File: config.mk
export PLATFORM = sky130hd
export DESIGN_NAME = nn_mem_loader
export DESIGN_NICKNAME = d
export VERILOG_FILES = /design/src/rtl/nn_pkg.sv /design/src/rtl/nn_byte_packer.sv /design/src/rtl/nn_mem_loader.sv
export SDC_FILE = /design/constraint.sdc
export NUM_CORES = 1
export LEC_CHECK = 0
export CAP_MARGIN = 25
export CORE_MARGIN = 2
export CORE_UTILIZATION = 47
export CTS_CLUSTER_SIZE = 25
export DETAILED_ROUTE_END_ITERATION = 8
export HOLD_SLACK_MARGIN = 0.15
export PLACE_DENSITY = 0.73
export SYNTH_ARGS = -nofsm -noshare
export SYNTH_HDL_FRONTEND = slang
export SYNTH_SLANG_ARGS = --single-unit
File: constraint.sdc
create_clock -name clk_i -period 2.3 [get_ports clk_i]
set_clock_uncertainty 0.15 [all_clocks]
set_input_delay 0.46 -clock clk_i [delete_from_list [all_inputs] [get_ports clk_i]]
set_output_delay 0.46 -clock clk_i [all_outputs]
set_load 0.02 [all_outputs]
File: src/rtl/nn_pkg.sv
// Shared types and constants for the network-memory loader and its byte packer.
package nn_pkg;

  typedef enum logic [2:0] {
    ST_IDLE   = 3'd0,
    ST_HEADER = 3'd1,
    ST_LOAD   = 3'd2,
    ST_CHECK  = 3'd3,
    ST_DONE   = 3'd4,
    ST_ERROR  = 3'd5
  } loader_state_e;

  localparam int BYTES_PER_WORD = 4;
  localparam int BYTE_IDX_W     = $clog2(BYTES_PER_WORD);

  // The header is a single little-endian word; N occupies the whole word.
  localparam int HDR_N_LSB = 0;
  localparam int HDR_N_W   = 32;

  function automatic logic [31:0] hdr_word_count(input logic [31:0] hdr);
    return hdr[HDR_N_LSB +: HDR_N_W];
  endfunction

endpackage

File: src/rtl/nn_byte_packer.sv
// Assembles little-endian 32-bit words from a byte stream; word_valid_o pulses
// one cycle after the byte that completes a word, word_data_o holds until the next word.
module nn_byte_packer
  import nn_pkg::*;
(
  input  logic        clk_i,
  input  logic        reset_i,
  input  logic        clear_i,
  input  logic        byte_valid_i,
  input  logic [7:0]  byte_i,
  output logic        word_last_o,
  output logic        word_valid_o,
  output logic [31:0] word_data_o
);

  logic [BYTE_IDX_W-1:0] idx_q, idx_d;
  logic [31:0]           shift_q, shift_d;
  logic [31:0]           word_q, word_d;
  logic                  valid_q, valid_d;

  // Combinational: the byte being accepted this cycle is the last of a word.
  assign word_last_o = byte_valid_i && (idx_q == BYTE_IDX_W'(BYTES_PER_WORD - 1));

  always_comb begin
    idx_d   = idx_q;
    shift_d = shift_q;
    word_d  = word_q;
    valid_d = 1'b0;
    if (clear_i) begin
      idx_d   = '0;
      shift_d = '0;
    end else if (byte_valid_i) begin
      shift_d = {byte_i, shift_q[31:8]};
      idx_d   = idx_q + 1'b1;
      if (word_last_o) begin
        word_d  = shift_d;
        valid_d = 1'b1;
        idx_d   = '0;
      end
    end
  end

  always_ff @(posedge clk_i) begin
    if (reset_i) begin
      idx_q   <= '0;
      shift_q <= '0;
      word_q  <= '0;
      valid_q <= 1'b0;
    end else begin
      idx_q   <= idx_d;
      shift_q <= shift_d;
      word_q  <= word_d;
      valid_q <= valid_d;
    end
  end

  assign word_valid_o = valid_q;
  assign word_data_o  = word_q;

endmodule

File: src/rtl/nn_mem_loader.sv
// Fills the network BRAM from a byte stream: header word N, then N payload words.
// Define NN_MEM_LOADER_CHECKSUM_EN to require a trailing XOR-of-payload word.
module nn_mem_loader
  import nn_pkg::*;
#(
  parameter int ADDR_LEN = 2**16,
  parameter int DATA_LEN = 32
) (
  input  logic                        clk_i,
  input  logic                        reset_i,
  input  logic                        start_i,
  input  logic [7:0]                  rx_data_i,
  input  logic                        rx_valid_i,
  output logic                        rx_ready_o,
  output logic                        wr_ena_o,
  output logic [$clog2(ADDR_LEN)-1:0] wr_addr_o,
  output logic [DATA_LEN-1:0]         wr_data_o,
  output logic                        busy_o,
  output logic                        done_o,
  output logic                        err_o,
  output logic [31:0]                 word_count_o
);

  localparam int AW = $clog2(ADDR_LEN);

`ifdef NN_MEM_LOADER_CHECKSUM_EN
  localparam loader_state_e LOAD_EXIT = ST_CHECK;
`else
  localparam loader_state_e LOAD_EXIT = ST_DONE;
`endif

  loader_state_e        state_q, state_d;
  logic                 rx_ready_q, rx_ready_d;
  logic                 busy_q, busy_d;
  logic                 done_q, done_d;
  logic                 err_q, err_d;
  logic                 wr_ena_q, wr_ena_d;
  logic                 last_q, last_d;
  logic [AW-1:0]        addr_q, addr_d;
  logic [AW-1:0]        wr_addr_q, wr_addr_d;
  logic [DATA_LEN-1:0]  wr_data_q, wr_data_d;
  logic [31:0]          word_count_q, word_count_d;
`ifdef NN_MEM_LOADER_CHECKSUM_EN
  logic [31:0]          xor_q, xor_d;
`endif

  logic                 rx_hs;
  logic                 pk_clear;
  logic                 pk_last;
  logic                 pk_valid;
  logic [31:0]          pk_word;
  logic [31:0]          hdr_n;

  // A byte moves only when rx_valid_i and rx_ready_o are both high on a rising
  // edge; the source must hold rx_data_i stable while rx_valid_i waits for ready.
  assign rx_hs = rx_valid_i && rx_ready_q;

  nn_byte_packer u_packer (
    .clk_i        (clk_i),
    .reset_i      (reset_i),
    .clear_i      (pk_clear),
    .byte_valid_i (rx_hs),
    .byte_i       (rx_data_i),
    .word_last_o  (pk_last),
    .word_valid_o (pk_valid),
    .word_data_o  (pk_word)
  );

  always_comb begin
    state_d      = state_q;
    addr_d       = addr_q;
    wr_addr_d    = wr_addr_q;
    wr_data_d    = wr_data_q;
    word_count_d = word_count_q;
    done_d       = done_q;
    err_d        = err_q;
    last_d       = last_q;
    wr_ena_d     = 1'b0;
    pk_clear     = 1'b0;
    hdr_n        = '0;
`ifdef NN_MEM_LOADER_CHECKSUM_EN
    xor_d        = xor_q;
`endif

    if (wr_ena_q) begin
      wr_data_d = pk_word;
`ifdef NN_MEM_LOADER_CHECKSUM_EN
      xor_d     = xor_q ^ pk_word;
`endif
    end

    case (state_q)
      ST_IDLE: begin
        if (start_i) begin
          done_d   = 1'b0;
          err_d    = 1'b0;
          addr_d   = '0;
          last_d   = 1'b0;
          pk_clear = 1'b1;
`ifdef NN_MEM_LOADER_CHECKSUM_EN
          xor_d    = '0;
`endif
          state_d  = ST_HEADER;
        end
      end
      ST_HEADER: begin
        if (pk_valid) begin
          hdr_n        = hdr_word_count(pk_word);
          word_count_d = hdr_n;
          if (hdr_n == 32'd0)
            state_d = LOAD_EXIT;
          else if (hdr_n > 32'(ADDR_LEN))
            state_d = ST_ERROR;
          else
            state_d = ST_LOAD;
        end
      end
      ST_LOAD: begin
        // The address is latched for the write cycle that follows the 4th byte.
        if (pk_last) begin
          wr_ena_d  = 1'b1;
          wr_addr_d = addr_q;
          addr_d    = addr_q + AW'(1);
          last_d    = ((32'(addr_q) + 32'd1) == word_count_q);
        end
        if (wr_ena_q && last_q)
          state_d = LOAD_EXIT;
      end
`ifdef NN_MEM_LOADER_CHECKSUM_EN
      ST_CHECK: begin
        if (pk_valid)
          state_d = (pk_word == xor_q) ? ST_DONE : ST_ERROR;
      end
`endif
      ST_DONE:  state_d = ST_IDLE;
      ST_ERROR: state_d = ST_IDLE;
      default:  state_d = ST_IDLE;
    endcase

    busy_d     = (state_d == ST_HEADER) || (state_d == ST_LOAD) || (state_d == ST_CHECK);
    rx_ready_d = busy_d;
    if (state_d == ST_DONE)
      done_d = 1'b1;
    if (state_d == ST_ERROR)
      err_d = 1'b1;
  end

  always_ff @(posedge clk_i) begin
    if (reset_i) begin
      state_q      <= ST_IDLE;
      rx_ready_q   <= 1'b0;
      busy_q       <= 1'b0;
      done_q       <= 1'b0;
      err_q        <= 1'b0;
      wr_ena_q     <= 1'b0;
      last_q       <= 1'b0;
      addr_q       <= '0;
      wr_addr_q    <= '0;
      wr_data_q    <= '0;
      word_count_q <= '0;
`ifdef NN_MEM_LOADER_CHECKSUM_EN
      xor_q        <= '0;
`endif
    end else begin
      state_q      <= state_d;
      rx_ready_q   <= rx_ready_d;
      busy_q       <= busy_d;
      done_q       <= done_d;
      err_q        <= err_d;
      wr_ena_q     <= wr_ena_d;
      last_q       <= last_d;
      addr_q       <= addr_d;
      wr_addr_q    <= wr_addr_d;
      wr_data_q    <= wr_data_d;
      word_count_q <= word_count_d;
`ifdef NN_MEM_LOADER_CHECKSUM_EN
      xor_q        <= xor_d;
`endif
    end
  end

  assign rx_ready_o   = rx_ready_q;
  assign wr_ena_o     = wr_ena_q;
  assign wr_addr_o    = wr_addr_q;
  // The packer's word register holds until the next word completes, which may be
  // a header or trailer; the hold register keeps the bus at the last written word.
  assign wr_data_o    = wr_ena_q ? pk_word : wr_data_q;
  assign busy_o       = busy_q;
  assign done_o       = done_q;
  assign err_o        = err_q;
  assign word_count_o = word_count_q;

endmodule

==> impl_metrics.csv, run 1 <==
group,metric,value,unit
logic_synthesis,syn_area,6760,um2
worst_setup_path,reg2reg_slack,0.18,ns
cells_and_area,drive_gt1_share,16.8,%
worst_setup_path,cp.arrival,1.65,ns
logic_synthesis,synth_compound_area_share,13.9,%
power_and_ir_drop,power.density,667,nW/um2
worst_setup_path,cp_top_family,"buffers and inverters",
sta,tightest_slew,0.628,ns
die,io_pins,97,
global_route,grt_max_degree,137,
logic_synthesis,syn_nets,832,
logic_synthesis,synth_xor_area_share,2.98,%
detailed_routing,vias,6028,
logic_synthesis,yosys.area_share.simple,25.1,%
clocking,ctsHtreeMaxLevel,4,
detailed_routing,first_pass_iters,5,
worst_setup_path,critPathLaunchType,"register",
worst_setup_path,slowest_stage,"dfxtp_4",
worst_setup_path,crit_chain,"buf_16 > mux2_2 > clkdlybuf4s15_2",
worst_setup_path,crit_buf_inv,2,
worst_setup_path,r2r_end,"last_q$_SDFFE_PP0P_",
global_route,grtUsageTotal,24.8,%
detailed_routing,routed_wl,18300,um
worst_setup_path,worstSetupStartpoint,"wr_ena_o$_SDFF_PP0_",
job,maxCapViolations,0,
die,fp.dieW,124,um
clocking,clk_pin_slew,0.06,ns
detailed_routing,drc_errors,0,
sta,grt_setup_unrepaired,"no",
hold_path,hold_path_class,"register to register",
logic_synthesis,synth_top_family_by_area,"simple AND/OR/NAND/NOR gates",
power_and_ir_drop,leakage,0.00315,uW
detailed_routing,ant_nets,0,
clocking,cts.path.max_buffers,2,
status,status,"finished clean",
sta,max_slew_margin,58.2,%
clocking,clk_latency,0.43,ns
power_and_ir_drop,total_power,5780,uW
worst_setup_path,max_stage_delay,0.42,ns
logic_synthesis,ys_ff_latch,163,
cells_and_area,fill_cells,1223,
worst_setup_path,required,1.69,ns
logic_synthesis,ys.flop_type,"dfxtp_1",
worst_setup_path,worst-path-max-fanout,15,
logic_synthesis,ys_types,52,
sta,period_minus_slack,2.26,ns
hold_path,min_from,"u_packer.shift_q[14]$_SDFFE_PP0P_",
global_route,grt_overflow,0,
logic_synthesis,postSynthAreaPerCell,8.26,um2
detailed_routing,viasPerCell,5.46,
clocking,numCtsBuffers,17,
cells_and_area,diodes,0,
logic_synthesis,syn_inst,818,
worst_setup_path,reg2reg_depth,8,
cells_and_area,nNetsFinal,925,
cells_and_area,area_growth,28.2,%
worst_setup_path,criticalPathCategory,"register to output pin",
clocking,clock_sinks,163,
hold_path,hold_depth,2,
global_route,grt_pass1_wl,29000,um
logic_synthesis,synth_adder_area_share,0.370,%
sta,period_share,98.2,%
placed_design,dp_slack,0.00196,ns
die,rows,43,
sta,max_freq,443,MHz
sta,setup-violations-final,0,
sta,drv_slew,0,
sta,final-hold-violation-count,0,
cells_and_area,finalNonFillerCells,1104,
logic_synthesis,yosysWarnings,0,
clocking,cts_hold_buf,0,
placed_design,dp.cells,1068,
clocking,cts_tree,"done",
logic_synthesis,synthMuxAreaShare,5.33,%
logic_synthesis,ys_async_sr_fraction,0,%
hold_path,min_to,"u_packer.word_data_o[6]$_SDFFE_PP0P_",
die,dieArea,15400,um2
worst_setup_path,r2r_start,"addr_q[0]$_SDFFE_PP0P_",
worst_setup_path,crit_path_end_kind,"output pin",
die,die_h,124,um
logic_synthesis,yosysSeqAreaShare,48.3,%
placed_design,globalplace.congestion,0.936,
sta,setup_slack,0.0422,ns
placed_design,io_buffer_count,96,
sta,whs,0.296,ns
cells_and_area,final_cell_mix,"nand2_1 (230), dfxtp_1 (162), a21oi_1 (128)",
global_route,antenna_found_initial,0,
power_and_ir_drop,ir_drop,0.678,mV
detailed_routing,wl_per_cell,16.6,um
placed_design,hpwl,11800,um
die,start_util,48.3,%
cells_and_area,layout.cells.most_common,"nand2_1",
detailed_routing,drt_iter0_markers,585,
clocking,root_buffer,"clkbuf_16",
die,core_area,14000,um2
global_route,grt_pass1_vias,5701,
logic_synthesis,synth-edff-count,0,
synthesized netlist by cell type (all sizes together) (11+ instances only):
library cell	n	area, um2
a21oi	129	657
buf	18	91.3
clkbuf	44	165
dfxtp	163	3260
mux2	32	360
nand2	230	863
nor2	30	113
nor2b	32	200
nor3	11	60.1
nor4	18	159
o21ai	17	85.1
xor2	13	114
state kept, by name, summed over array words and instances, names as in the netlist, 2 cells and up:
name,flops
u_packer.idx_q,2
addr_q,16
state_q,3
wr_addr_o,16
u_packer.word_data_o,32
wr_data_q,32
u_packer.shift_q,24
word_count_o,32
metrics by stage:
step	util, %	area [um2]	TNS [ns]
after floorplan	-	6760	0
after detailed placement	57.5	8050	0
after CTS	62.1	8690	-0.0117
final	62.0	8670	0
after global placement	57.5	8050	0
after global routing	62.0	8670	0
how the worst max path moves through the flow:
stage	end	cells after the start
6_report	wr_data_o[4]	3
4_1_cts	wr_data_o[2]	3
3_3_place_gp	addr_q[5]$_SDFFE_PP0P_	7
5_1_grt	wr_data_o[4]	3
3_5_place_dp	addr_q[8]$_SDFFE_PP0P_	7
2_1_floorplan	wr_data_o[10]	3
report_power, final:
group	internal (uW)	switching (uW)	total [uW]
logic	55.5	103	159
clock network	1590	1190	2780
registers	2830	8.88	2840
cell families after synthesis:
group,Yosys count
buffers and inverters,67
AND/OR/NAND/NOR,364
XOR/XNOR,23
adder cells (fa/ha/maj),2
AO/OA/AOI/OAI,167
multiplexers,32
flip-flops,163
cell type report:
type                       count  area [um2]  share of cell area (%)
sequential                   163        3270                    37.7
multi-input combinational    588        3230                    37.2
timing repair buffer         136        1350                    15.5
clock buffer                  20         467                    5.38
tap                          180         225                    2.60
clock inverter                12         119                    1.37
inverter                       5        18.8                   0.216
tightest hold or removal path, delay by kind of cell, from the launching register on:
family	cells	cell delay, ns
flip-flops	1	0.31
AND/OR/NAND/NOR	1	0.05
AO/OA/AOI/OAI	1	0.05
routing by layer:
layer  part of all wire (%)  track usage, %
met2                     49            40.8
met3                    4.9            5.82
met1                     44            32.0
met5                      0               0
met4                    2.0            8.29
timing repair:
item / CTS / global route
endpoints found under the setup margin: 32 / 25
gates resized for setup: 89 / 18
cloned: 1 / 1
buffers inserted: 0 / 2
pin swaps: 0 / 0
(Power assumes the default switching activity.)
==> inputs of run 2 (changes only) <==
--- a/config.mk
+++ b/config.mk
@@ -8,7 +8,6 @@
 export CAP_MARGIN = 25
 export CORE_MARGIN = 2
 export CORE_UTILIZATION = 47
-export CTS_CLUSTER_SIZE = 25
 export DETAILED_ROUTE_END_ITERATION = 8
 export HOLD_SLACK_MARGIN = 0.15
 export PLACE_DENSITY = 0.73
==> results of run 2 <==
The final DEF is identical to that of run 1; final timing and power are the same.
==> RTL edit, RTL diff (settings of run 1) <==
Add a define of `NN_MEM_LOADER_CHECKSUM_EN`.
--- a/src/rtl/nn_mem_loader.sv
+++ b/src/rtl/nn_mem_loader.sv
@@ -2,2 +2,4 @@
 // Define NN_MEM_LOADER_CHECKSUM_EN to require a trailing XOR-of-payload word.
+`define NN_MEM_LOADER_CHECKSUM_EN
+
 module nn_mem_loader
Check against the original RTL: not equivalent (Yosys sat finds a counterexample within 10 cycles, from zero or initial values and one cycle with reset_i high).
==> RTL edit against run 1 <==
Largest power group unchanged; total power increased by 11%; worst hold slack improved by 0.0058 ns; area after synthesis increased by 22%; die area increased by 21%; routed wire length increased by 16%; cell area increased by 17%; the run now ends with design-rule violations left; sequential cell count increased by 32; critical path type unchanged; highest routed layer unchanged; critical endpoint is now wr_data_o[25]; setup slack improved by 0.029 ns; utilization decreased by 2.9 points; synthesized cell count increased by 26%; clock power increased by 2%.
==> RTL edit: results (changes against run 1) <==
| Metric | Value |
|---|---|
| Status | finished with violations (was completed) |
| Failing checks | design-rule violations |
| Post-route minimum period | 2.23 ns (was 2.26 ns) |
| DP Worst Slack | -0.0988 ns (was 0.00196 ns) |
| Worst path arrival time | 1.62 ns (was 1.65 ns) |
| GRT Total Usage | 23.4% (was 24.8%) |
| RD Place Congestion | 0.879 (was 0.936) |
| Vias per cell | 5.29 (was 5.46) |
| VDD IR max | 0.000566 V (was 0.000678 V) |
| # diodes | 0 (unchanged) |
| EDFF count, synth | 0 (unchanged) |
| Synthesized Nets | 1043 (was 832) |
| Detailed Route Iter0 Violations | 607 (was 585) |
| # nets final | 1143 (was 925) |
| IO Port Bufs | 96 (unchanged) |
| Sequential-to-total area share from yosys stat | 47.5% (was 48.3%) |
| Rel. slew slack | 44.3% (was 58.2%) |
| CTS clk-pin slew, worst paths | 0.06 ns (about the same) |
| CTS Buffer Depth | 2 (unchanged) |
| Asr flop ratio synth | 0% (unchanged) |
| Dominant cell type by area after synthesis | dfxtp_1 (unchanged) |
| Largest fanout on the critical path | 17 (was 15) |
| Yosys warns | 0 (unchanged) |
| CTS Buf Count | 17 (unchanged) |
| # DRC | 1 (was 0) |
| Worst hold path type | register to register (unchanged) |
| Clk_lat worst skew | 0.44 ns |
| Share of cells above drive strength 1 | 11.3% (was 16.8%) |
| Synth area leaders | dfxtp_1, nand2_1, a21oi_1, xor2_1, o21ai_0 (was dfxtp_1, nand2_1, a21oi_1, mux2_2, nor2b_1) |
| Synth unique cells | 54 (was 52) |
| Internal power | 5.01 mW (was 4.48 mW) |
| Post-DP Area | 9630 um^2 (was 8050 um^2) |
| Filler instances | 1616 (was 1223) |
| H-tree depth | 4 (unchanged) |
| Largest net degree at the start of global routing | 88 (was 137) |
| Hold path cells | 2 (unchanged) |
| R2r worst-path depth | 7 (was 8) |
| Post-Route WL | 21.3 mm (was 18.3 mm) |
| Worst R2R Setup Slack | 0.16 ns (was 0.18 ns) |
| Vias in the first global route | 6550 (was 5701) |
| Root Buffer | clkbuf_16 (unchanged) |
| Slew Viols, Final | 0 (unchanged) |
| Global-route wire length before repair | 33.8 mm (was 29.0 mm) |
| Initial antenna violation count | 0 (unchanged) |
| Top post-synthesis cells by count | nand2_1, dfxtp_1, a21oi_1, xor2_1 (was nand2_1, dfxtp_1, a21oi_1, clkbuf_1) |
| Detailed Place HPWL | 14.4 mm (was 11.8 mm) |
| Lkg Pwr | 3.81 nW (was 3.15 nW) |
| First drt pass iteration count | 6 (was 5) |
==> RTL edit: cell count changes in the layout (fill, tap and decap cells not counted), moves of 10 or more <==
| cell | delta |
|---|---|
| inv_1 | +33 |
| mux2_2 | -30 |
| nor4_1 | +10 |
| clkdlybuf4s15_2 | -11 |
| o21ai_0 | +29 |
| xor2_1 | +57 |
| dfxtp_1 | +31 |
| nor2_1 | +28 |
| nand2_1 | +31 |
| buf_4 | +20 |
==> RTL edit: layer usage <==
| layer | GRT usage [%] | wire length (um) |
|---|---|---|
| met3 | 3.99 | 1130 |
| met4 | 9.66 | 554 |
| met5 | 0 | 0 |
| met1 | 31.2 | 9540 |
| met2 | 37.5 | 10100 |
==> RTL edit: logic make-up (layout without fill, tap and decap cells) <==
kind of cell,Yosys count,in the layout,share of synthesized area (%)
adder cells (fa/ha/maj),2,2,0.304
buffers and inverters,108,221,5.32
AO/OA/AOI/OAI,200,200,13.2
XOR/XNOR,83,83,9.10
AND/OR/NAND/NOR,437,437,24.1
flip-flops,195,195,47.5
multiplexers,4,4,0.517
==> RTL edit: power by group through the flow <==
stage | combinational [mW] | clock (mW) | sequential, mW
final | 0.171 | 2.83 | 3.39
after global routing | 0.186 | 3.00 | 3.39
after CTS | 0.170 | 2.88 | 3.39
after detailed placement | 0.169 | 0 | 3.47
after global placement | 0.168 | 0 | 3.47
after floorplan | 0.0977 | 0 | 3.47
==> RTL edit: critical path: stages (launching register included) <==
cell and delay (ns):
dfxtp_4 0.43, buf_12 0.18, nand2_1 0.09, o21ai_0 0.11, dlygate4sd2_1 0.36
==> RTL edit: stage by stage <==
| stage | instances | hold WS [ns] |
|---|---|---|
| after floorplan | 1029 | 0.282 |
| after global placement | 1333 | 0.288 |
| after detailed placement | 1333 | 0.294 |
| after CTS | 1366 | 0.304 |
| after global routing | 1367 | 0.316 |
| final | 1367 | 0.301 |
==> RTL edit: area by class of cell <==
cell class	instances	area, um^2	area share (%)
inverters	37	139	1.37
clock inverters	8	77.6	0.764
clock buffers	24	482	4.74
well taps	225	282	2.77
flip-flops and latches	195	3910	38.5
multi-input cells	726	3900	38.4
repair buffers	152	1370	13.4
==> RTL edit: final timing paths <==
kind,start,end
worst max-delay path,wr_ena_o,wr_data_o[25]
worst min-delay path,u_packer.shift_q[10],u_packer.word_data_o[2]
worst max register to register,u_packer.idx_q[0],addr_q[10]
worst min register to register,u_packer.shift_q[10],u_packer.word_data_o[2]
==> RTL edit: repair_timing <==
| item | 4_1_cts | 5_1_grt |
|---|---|---|
| setup buffers | 0 | 0 |
| resized for setup | 93 | 35 |
| endpoints found under the setup margin | 34 | 30 |
| cloned | 1 | 1 |
